### src/rtl/aes_job_sched.sv
// aes_job_sched: runs whole 128-bit jobs through one byte-serial aes_8_bit core
// and shares that core between two requesters with round-robin arbitration.
//
//   state | meaning
//   ------+-----------------------------------------------------------------
//   IDLE  | core held in reset; grant a pending request and latch its vectors
//   CRST  | one extra cycle of core reset before streaming starts
//   LOAD  | 16 key/data byte pairs presented to the core, MSB byte first
//   WAIT  | waiting for core d_vld; abort with error after TIMEOUT cycles
//   CAPT  | remaining 15 result bytes shifted in, one per cycle
//   RESP  | result presented until the requester side accepts it
//
// Every output is a register. The next-state block computes the value each
// output takes in the following state, so the outputs line up with the state.
module aes_job_sched #(
    parameter int TIMEOUT = 255,
    parameter int CW      = 8
) (
    input  logic         clk,
    input  logic         rst,
    input  logic [1:0]   req_vld,
    output logic [1:0]   req_rdy,
    input  logic [127:0] req0_key,
    input  logic [127:0] req0_data,
    input  logic [127:0] req1_key,
    input  logic [127:0] req1_data,
    output logic         rsp_vld,
    input  logic         rsp_rdy,
    output logic         rsp_id,
    output logic [127:0] rsp_data,
    output logic         rsp_err,
    output logic         core_rst,
    output logic [7:0]   core_key,
    output logic [7:0]   core_din,
    input  logic [7:0]   core_dout,
    input  logic         core_dvld,
    output logic         busy
);

    typedef enum logic [2:0] {
        S_IDLE = 3'd0,
        S_CRST = 3'd1,
        S_LOAD = 3'd2,
        S_WAIT = 3'd3,
        S_CAPT = 3'd4,
        S_RESP = 3'd5
    } state_t;

    state_t         r_state,    w_state_n;
    logic           r_rr,       w_rr_n;
    logic [127:0]   r_key_sr,   w_key_sr_n;
    logic [127:0]   r_data_sr,  w_data_sr_n;
    logic [127:0]   r_res_sr,   w_res_sr_n;
    logic [3:0]     r_bc,       w_bc_n;
    logic [CW-1:0]  r_wc,       w_wc_n;
    logic           r_core_rst, w_core_rst_n;
    logic [7:0]     r_core_key, w_core_key_n;
    logic [7:0]     r_core_din, w_core_din_n;
    logic [1:0]     r_req_rdy,  w_req_rdy_n;
    logic           r_rsp_vld,  w_rsp_vld_n;
    logic           r_rsp_id,   w_rsp_id_n;
    logic [127:0]   r_rsp_data, w_rsp_data_n;
    logic           r_rsp_err,  w_rsp_err_n;
    logic           r_busy,     w_busy_n;
    logic           w_gnt;

    // State and output registers; reset abandons any job in flight.
    always_ff @(posedge clk or posedge rst) begin
        if (rst) begin
            r_state    <= S_IDLE;
            r_rr       <= 1'b0;
            r_key_sr   <= '0;
            r_data_sr  <= '0;
            r_res_sr   <= '0;
            r_bc       <= '0;
            r_wc       <= '0;
            r_core_rst <= 1'b1;
            r_core_key <= '0;
            r_core_din <= '0;
            r_req_rdy  <= '0;
            r_rsp_vld  <= 1'b0;
            r_rsp_id   <= 1'b0;
            r_rsp_data <= '0;
            r_rsp_err  <= 1'b0;
            r_busy     <= 1'b0;
        end else begin
            r_state    <= w_state_n;
            r_rr       <= w_rr_n;
            r_key_sr   <= w_key_sr_n;
            r_data_sr  <= w_data_sr_n;
            r_res_sr   <= w_res_sr_n;
            r_bc       <= w_bc_n;
            r_wc       <= w_wc_n;
            r_core_rst <= w_core_rst_n;
            r_core_key <= w_core_key_n;
            r_core_din <= w_core_din_n;
            r_req_rdy  <= w_req_rdy_n;
            r_rsp_vld  <= w_rsp_vld_n;
            r_rsp_id   <= w_rsp_id_n;
            r_rsp_data <= w_rsp_data_n;
            r_rsp_err  <= w_rsp_err_n;
            r_busy     <= w_busy_n;
        end
    end

    // Next state plus the output values that belong to that next state.
    always_comb begin
        w_state_n    = r_state;
        w_rr_n       = r_rr;
        w_key_sr_n   = r_key_sr;
        w_data_sr_n  = r_data_sr;
        w_res_sr_n   = r_res_sr;
        w_bc_n       = r_bc;
        w_wc_n       = r_wc;
        w_core_rst_n = r_core_rst;
        w_core_key_n = r_core_key;
        w_core_din_n = r_core_din;
        w_req_rdy_n  = 2'b00;
        w_rsp_vld_n  = r_rsp_vld;
        w_rsp_id_n   = r_rsp_id;
        w_rsp_data_n = r_rsp_data;
        w_rsp_err_n  = r_rsp_err;
        w_gnt        = 1'b0;

        case (r_state)
            S_IDLE: begin
                w_core_rst_n = 1'b1;
                if (|req_vld) begin
                    // Contention resolves to the pointer; a lone request wins outright.
                    w_gnt       = (&req_vld) ? r_rr : req_vld[1];
                    w_req_rdy_n = {w_gnt, ~w_gnt};
                    w_key_sr_n  = w_gnt ? req1_key  : req0_key;
                    w_data_sr_n = w_gnt ? req1_data : req0_data;
                    w_rsp_id_n  = w_gnt;
                    w_rr_n      = ~w_gnt;
                    w_state_n   = S_CRST;
                end
            end

            S_CRST: begin
                w_core_rst_n = 1'b0;
                w_core_key_n = r_key_sr[127:120];
                w_core_din_n = r_data_sr[127:120];
                w_key_sr_n   = {r_key_sr[119:0], 8'h00};
                w_data_sr_n  = {r_data_sr[119:0], 8'h00};
                w_bc_n       = 4'd0;
                w_state_n    = S_LOAD;
            end

            S_LOAD: begin
                if (r_bc == 4'd15) begin
                    w_core_key_n = 8'h00;
                    w_core_din_n = 8'h00;
                    // wc counts WAIT cycles including the current one.
                    w_wc_n       = CW'(1);
                    w_state_n    = S_WAIT;
                end else begin
                    w_core_key_n = r_key_sr[127:120];
                    w_core_din_n = r_data_sr[127:120];
                    w_key_sr_n   = {r_key_sr[119:0], 8'h00};
                    w_data_sr_n  = {r_data_sr[119:0], 8'h00};
                    w_bc_n       = r_bc + 4'd1;
                end
            end

            S_WAIT: begin
                // d_vld is tested first so data arriving on the last allowed cycle wins.
                if (core_dvld) begin
                    w_res_sr_n = {r_res_sr[119:0], core_dout};
                    w_bc_n     = 4'd1;
                    w_state_n  = S_CAPT;
                end else if (r_wc == CW'(TIMEOUT)) begin
                    w_rsp_vld_n  = 1'b1;
                    w_rsp_err_n  = 1'b1;
                    w_rsp_data_n = '0;
                    w_state_n    = S_RESP;
                end else begin
                    w_wc_n = r_wc + CW'(1);
                end
            end

            S_CAPT: begin
                w_res_sr_n = {r_res_sr[119:0], core_dout};
                if (r_bc == 4'd15) begin
                    w_rsp_vld_n  = 1'b1;
                    w_rsp_err_n  = 1'b0;
                    w_rsp_data_n = {r_res_sr[119:0], core_dout};
                    w_state_n    = S_RESP;
                end else begin
                    w_bc_n = r_bc + 4'd1;
                end
            end

            S_RESP: begin
                if (rsp_rdy) begin
                    w_rsp_vld_n  = 1'b0;
                    w_core_rst_n = 1'b1;
                    w_state_n    = S_IDLE;
                end
            end

            default: begin
                w_core_rst_n = 1'b1;
                w_state_n    = S_IDLE;
            end
        endcase

        w_busy_n = (w_state_n != S_IDLE);
    end

    assign req_rdy  = r_req_rdy;
    assign rsp_vld  = r_rsp_vld;
    assign rsp_id   = r_rsp_id;
    assign rsp_data = r_rsp_data;
    assign rsp_err  = r_rsp_err;
    assign core_rst = r_core_rst;
    assign core_key = r_core_key;
    assign core_din = r_core_din;
    assign busy     = r_busy;

endmodule

### config.mk
export PLATFORM = sky130hd
export DESIGN_NAME = aes_job_sched
export DESIGN_NICKNAME = d
export VERILOG_FILES = /design/src/rtl/aes_job_sched.sv
export SDC_FILE = /design/constraint.sdc
export NUM_CORES = 1
export LEC_CHECK = 0
export ABC_AREA = 1
export BUFFER_PORTS_ARGS = -buffer_cell sky130_fd_sc_hd__buf_2
export CAP_MARGIN = 30
export CORE_AREA = 2 2 262 264
export CTS_BUF_LIST = sky130_fd_sc_hd__clkbuf_16
export CTS_CLUSTER_DIAMETER = 40
export CTS_CLUSTER_SIZE = 25
export DETAILED_ROUTE_END_ITERATION = 8
export DIE_AREA = 0 0 264 266
export PLACE_DENSITY = 0.73
export SLEW_MARGIN = 20
export SYNTH_ARGS = -nofsm -noshare
export SYNTH_HDL_FRONTEND = slang
export SYNTH_SLANG_ARGS = --single-unit
### constraint.sdc
create_clock -name clk -period 39 [get_ports clk]
set_clock_uncertainty 0.15 [all_clocks]
set_input_delay 1.95 -clock clk [delete_from_list [all_inputs] [get_ports clk]]
set_output_delay 1.95 -clock clk [all_outputs]
set_load 0.05 [all_outputs]
### After elaboration in Yosys (flattened, before gate mapping)

Index checks and enable logic that the tools add are counted.

| storage, ports and cells | value |
|---|---|
| register bits | 543 |
| output and inout port bits | 151 |
| logic and storage cells | 101 |

| cells by class | value |
|---|---|
| add/subtract/negate cells | 2 |
| equal/unequal tests | 17 |
| multiplexer cells | 44 |
| bitwise operators | 2 |
| reductions and logical operators | 20 |

Operators by type and width:

| operator | count |
|---|---|
| 128-bit 2-to-1 mux | 9 |
| 128-bit one-hot mux with 3 select lines | 2 |
| 128-bit one-hot mux with 2 select lines | 1 |
| 120-bit one-hot mux with 2 select lines | 1 |
| 120-bit 2-to-1 mux | 1 |
| 8-bit one-hot mux with 2 select lines | 3 |
| 8-bit 2-to-1 mux | 5 |
| 2-bit != test (second input constant) | 10 |
| 3-bit 2-to-1 mux | 6 |
| 3-bit one-hot mux with 6 select lines | 1 |
| 4-bit one-hot mux with 3 select lines | 1 |
| 3-bit nonzero test | 4 |
| 8-bit by 1-bit adder with 8-bit output (second input constant) | 1 |
| 8-bit == test (second input constant) | 1 |
| 4-bit 2-to-1 mux | 2 |
| 2-bit AND reduction | 4 |
| 4-bit AND reduction | 2 |
| 1-bit 2-to-1 mux | 7 |
| 3-bit by 2-bit == test with 1-bit output (second input constant) | 2 |
| 3-bit == test (second input constant) | 2 |
| 1-bit one-hot mux with 3 select lines | 2 |
| 3-bit AND reduction | 2 |
| 2-bit nonzero test | 3 |
| 5-bit AND reduction | 1 |
| 9 further kinds | 12 |

### Longest topological paths before layout

| depth | value |
|---|---|
| word-level depth | 5 |
| depth in mapped cells | 11 |
| mapped depth without buffers | 9 |

### Worst setup path after synthesis

No wires, ideal clock.

| timing path | value |
|---|---|
| path type | input-to-reg |
| from | in req_vld[1] |
| to | reg r_key_sr[124] |
| library setup time | 0.065 ns |
| arrival | 2.902 ns |
| required time | 38.785 ns |
| setup slack | 35.883 ns |
| stages | 10 |
| buffers on the path | 3 |
| cells stage by stage | buf_2 -> nand2_1 -> buf_2 -> buf_2 -> nand2_1 -> nand2_1 -> nand2_1 -> nand2_1 -> nand2_1 -> nand2_1 |

| between the ends | value |
|---|---|
| word-level cells in the longest chain between the ends | 5 |
| elaborated cells on any way between the ends | 8 |
| those cells by class | eq/ne (1); mux (4); reduce/logical (3) |

RTL lines:

| what | line | source |
|---|---|---|
| start, declared | 21 | `input logic [1:0] req_vld,` |
| 2-bit AND reduction | 130 | `w_gnt = (&req_vld) ? r_rr : req_vld[1];` |
| 1-bit 2-to-1 mux | 130 |  |
| 128-bit 2-to-1 mux | 132 | `w_key_sr_n = w_gnt ? req1_key : req0_key;` |
| 128-bit 2-to-1 mux | 128 | `if (\|req_vld) begin` |
| 128-bit one-hot mux with 3 select lines | 125 | `case (r_state)` |
| end signal, assigned | 89 | `r_key_sr <= w_key_sr_n;` |
| end, declared | 51 | `logic [127:0] r_key_sr, w_key_sr_n;` |

Parallel ways exist; a longest one is shown, timed or not. The select of a mux whose other input is x is not followed.
A chain may end at the register's enable or synchronous reset.

### Final worst setup path

| timing path | value |
|---|---|
| from | in req_vld[1] |
| to | reg r_data_sr[107] |

| between the ends | value |
|---|---|
| word-level cells in the longest chain between the ends | 5 |
| elaborated cells on any way between the ends | 8 |
| those cells by class | eq/ne (1); mux (4); reduce/logical (3) |

RTL lines:

| what | line | source |
|---|---|---|
| 2-bit AND reduction | 130 |  |
| 1-bit 2-to-1 mux | 130 |  |
| 128-bit 2-to-1 mux | 133 | `w_data_sr_n = w_gnt ? req1_data : req0_data;` |
| 128-bit 2-to-1 mux | 128 |  |
| 128-bit one-hot mux with 3 select lines | 125 |  |
| end signal, assigned | 90 | `r_data_sr <= w_data_sr_n;` |
| end, declared | 52 | `logic [127:0] r_data_sr, w_data_sr_n;` |

Parallel ways exist; a longest one is shown, timed or not. The select of a mux whose other input is x is not followed.

==> results.txt <==
- In this run the remaining antenna-violating nets after routing total 0.
* Syn. warnings: 0
- Fmax achieved: between 0.15 and 0.2 GHz
- Drt total wl: approximately 95,000 um
- Headroom to the max-slew limit: 0.349
- Setup repair after global routing left no endpoint under its margin.
* PD cells: 94.4 nW/um^2
- Number of setup violations in the final report: 0
- Sequential fraction of the synthesis area: 0.486
- Register-to-Register Path Depth: 11
- Top cells by area in the synthesized netlist: sky130_fd_sc_hd__dfrtp_1 48%, sky130_fd_sc_hd__nand2_1 34%, sky130_fd_sc_hd__nand3_1 9.6%
- The die covers 70,200 sq um.
* Cell type contributing the most total cell area after synthesis: sky130_fd_sc_hd__dfrtp_1
- The startpoint identified for the worst register-to-register timing path is r_state[1].
* Hold Path Depth: 2
* Post-Syn Instances: slightly above 4,000
- The number of hold buffers added after CTS was 0.
- CTS buffer count: 86
- Before antenna repair, the detailed router went through 6 iterations.
- The commonest cells after synthesis are 2,561 x sky130_fd_sc_hd__nand2_1, 542 x sky130_fd_sc_hd__dfrtp_1, 535 x sky130_fd_sc_hd__nand3_1, 153 x sky130_fd_sc_hd__buf_2, 76 x sky130_fd_sc_hd__clkbuf_1.
- Clock network latency to the later pin of the worst-skew pair: about 0.63 ns
- Core area: a little under 70,000 sq um
- Core Rows: 96
- In this run, synthesis inferred 0 flip-flops with an integrated enable.
* Buffers inserted during post-CTS setup optimization: 0
* Clock Tree Root: sky130_fd_sc_hd__clkbuf_16
* Total number of vias: roughly 28,000
* Type of element launching the critical path: primary input
* Leakage: 20.8 nW
* Layout cells sized above 1: 0.189
- Gr usage total: 0.263
- DR iter-0 viols: around 2,800
- Number of input and output port buffers inserted: 676
- The compound-cell area share of the yosys netlist came to 0.00599.
- Minimum clock period after layout: slightly above 5 ns
- Outcome: finished clean
* Area growth from synthesis to layout: 23.9%
* Crit Path Category: primary input to flip-flop
- Vias per Instance: 5.09
* Synth top area share: 0.485
- No sink is reached through more buffers than the 3 on the longest clock path.
* Unique cell type count in the Yosys netlist: 26
- The number of gates resized after CTS was 0.
- DPL Wire Length: about 63,000 um
- #FFs+latches synth: 543
- The initial antenna violation count was 12.
* Top-count cell post-synth: sky130_fd_sc_hd__nand2_1
- Clock transition at the register clock pins on the worst setup and hold paths after CTS: approximately 0.050 ns
- Chip height: 266 um
- Walking the worst path, the cells encountered are clkbuf_8, nor2_1, nand2_1, nand3_4, inv_8, buf_4, buf_12, nand2_1, nand2_1.
- The worst hold path begins at rsp_data[108].
- Portion of the clock cycle consumed by the worst path in the final layout: 0.129
* Post-synthesis async set-or-reset flop share: 1.00
* Combinational family with the most area after synthesis: simple AND/OR/NAND/NOR gates
* Via count of the first global-routing pass: 26,601
- Count of H-tree levels built during CTS: 3
- In this run the count of I/O pins placed on the die edge is 677.
- In this run the critical register-to-register path is captured at r_data_sr[122].
- Category of the worst setup path capture point: flip-flop
- Across the VDD grid, the largest voltage drop is approximately 66 uV.
* Routed len/inst: ~17 um
- Grt total ovfl: 0
* Final hold slack: 0.313 ns
- Remaining design rule violation count: 0
- The portion of synthesized area spent on multiplexers is 0.
* Most used flip-flop cell after synthesis: sky130_fd_sc_hd__dfrtp_1
* CP dominant cell by count: sky130_fd_sc_hd__nand2_1
* Slowest cell on the critical path: sky130_fd_sc_hd__inv_8
* Adder-cell share of the synthesized area: 0.000894
* Crit path required time: roughly 39 ns
- Measured slew at the worst slew-check pin: 0.977 ns
* First-pass GRT wire length: between 100,000 and 150,000 um
- On the worst path, the slowest cell contributes a delay of 0.81 ns.
* Gp weighted congestion: slightly above 0.9
- Buffers plus inverters on the worst setup path: 4
- Of all nets on the critical path, the largest fanout is between 100 and 150.
* Xor-xnor portion of the synthesized cell area: 0.000939
- For this configuration, the core starts out at a cell density of 0.413.
- The path with the worst hold slack has its endpoint at rsp_data[108].
* Arrival time of the worst setup path: 5.44 ns
* Type of the most critical hold path: flip-flop to flip-flop
- The kind of cell with the highest combined delay along the critical path is buffers and inverters.
- Register-to-register setup slack: 34.78 ns
* Aggregate negative setup slack: 0 ns
- Counting every net in the synthesized netlist gives ~4,600.
- Averaged over all synthesized cells, the footprint is 6.90 sq um.
- Die boundary width: 264 um
* Clock tree from TritonCTS: done
* Maximum number of pins on one net before global-route repair: 170
* Max Transition Viols Final: 0
- At the end of the flow, the number of nets in the layout was 5,102.
* Synth Area in Simple Gates: 0.447
- Clock tree synthesis found a total of 543 sinks.
- Cell area after synthesis: 28,000 sq um
- The total count of hold-check failures in the final report came to 0.
- Maximum capacitance violations: 0
## per-layer routing
layer  up-vias  global-route usage  wire length (um)
li1      13610                   -                 -
met1     13262               0.351             40200
met2      1053               0.414             43500
met3       229              0.0433              6160
met4         8               0.138              4670
met5         -                   0                57
## registers in the layout (all words and copies together), names as in the netlist
register   count
busy           1
core_din       8
core_key       8
core_rst       1
r_bc           4
r_data_sr    128
r_key_sr     128
r_res_sr     120
r_rr           1
r_state        3
r_wc           8
req_rdy        2
rsp_data     128
rsp_err        1
rsp_id         1
rsp_vld        1
## kinds of logic after synthesis
family	count (synthesis)
adders and majority gates	2
xor gates and xnor gates	3
AOI/OAI and AO/OA	32
and+or+nand+nor	3136
DFF	543
buffers and inverters	338
## report_power, final
group	total, mW	internal, mW	switching, mW	leakage (nW)
combinational	1.53	0.388	1.15	12.3
sequential	0.957	0.809	0.148	7.08
clock	0.780	0.478	0.302	1.45
## cells in the final DEF, fill, tap and decap left out, types with 3 or more instances in the layout
cell type	Yosys	final
sky130_fd_sc_hd__buf_4	25	25
sky130_fd_sc_hd__bufinv_16	0	10
sky130_fd_sc_hd__buf_12	0	3
sky130_fd_sc_hd__clkbuf_16	0	86
sky130_fd_sc_hd__nand2_4	0	6
sky130_fd_sc_hd__inv_6	0	4
sky130_fd_sc_hd__clkinvlp_4	0	8
sky130_fd_sc_hd__o21bai_1	3	3
sky130_fd_sc_hd__clkinv_4	0	11
sky130_fd_sc_hd__nand3_1	535	535
sky130_fd_sc_hd__nand4_1	5	5
sky130_fd_sc_hd__inv_8	0	5
sky130_fd_sc_hd__buf_16	0	11
sky130_fd_sc_hd__clkinv_2	0	8
sky130_fd_sc_hd__o21ai_0	16	16
sky130_fd_sc_hd__buf_2	153	675
sky130_fd_sc_hd__o21ai_1	12	12
sky130_fd_sc_hd__diode_2	0	8
sky130_fd_sc_hd__dfrtp_1	542	542
sky130_fd_sc_hd__nand2_1	2561	2556
sky130_fd_sc_hd__inv_2	6	3
sky130_fd_sc_hd__nor2_1	23	23
sky130_fd_sc_hd__clkinv_16	0	5
sky130_fd_sc_hd__clkinv_1	0	14
sky130_fd_sc_hd__inv_1	48	54
## worst reg2reg max path, cell delays in order (launching register included)
cell and delay, ns:
sky130_fd_sc_hd__dfrtp_1 0.53, sky130_fd_sc_hd__inv_1 0.14, sky130_fd_sc_hd__nand3_1 0.20, sky130_fd_sc_hd__nand2_8 0.38
sky130_fd_sc_hd__inv_8 0.72, sky130_fd_sc_hd__buf_4 0.55, sky130_fd_sc_hd__buf_16 0.31, sky130_fd_sc_hd__buf_4 0.67
sky130_fd_sc_hd__nand2_1 0.21, sky130_fd_sc_hd__nand2_1 0.15, sky130_fd_sc_hd__nand2_1 0.07, sky130_fd_sc_hd__nand2_1 0.08
## area by class of cell
| type | instances | area (sq um) |
|---|---|---|
| clock buffers | 86 | 2150 |
| well taps | 882 | 1100 |
| flip-flops and latches | 543 | 13600 |
| fillers | 6684 | 33100 |
| repair buffers | 715 | 3940 |
| clock inverters | 71 | 831 |
| inverters | 55 | 233 |
| diodes | 8 | 20.0 |
| multi-input cells | 3173 | 12800 |
## worst max path at each step
stage | endpoint | slack [ns] | cells after the start | from
after global routing | r_data_sr[113] | 33.79 | 9 | req_vld[1]
after CTS | r_data_sr[76] | 33.70 | 11 | req_vld[0]
final | r_data_sr[107] | 33.97 | 9 | req_vld[1]
after floorplan | busy | 21.72 | 1 | rst
after global placement | r_data_sr[56] | 33.09 | 11 | req_vld[0]
after detailed placement | r_key_sr[22] | 33.06 | 11 | req_vld[0]
## per-stage QoR
stage | utilization | area, sq um | power, mW | std cells | setup WS [ns]
floorplan | - | 28000 | 2.09 | 4054 | 21.72
CTS | 0.508 | 34400 | 3.27 | 5517 | 33.70
detailed placement | 0.464 | 31400 | 2.47 | 5360 | 33.06
global route | 0.512 | 34700 | 3.51 | 5532 | 33.79
finish | 0.512 | 34700 | 3.27 | 5533 | 33.97
global placement | 0.462 | 31300 | 2.44 | 5355 | 33.09
Note: power is estimated with default switching activity, not from simulation.
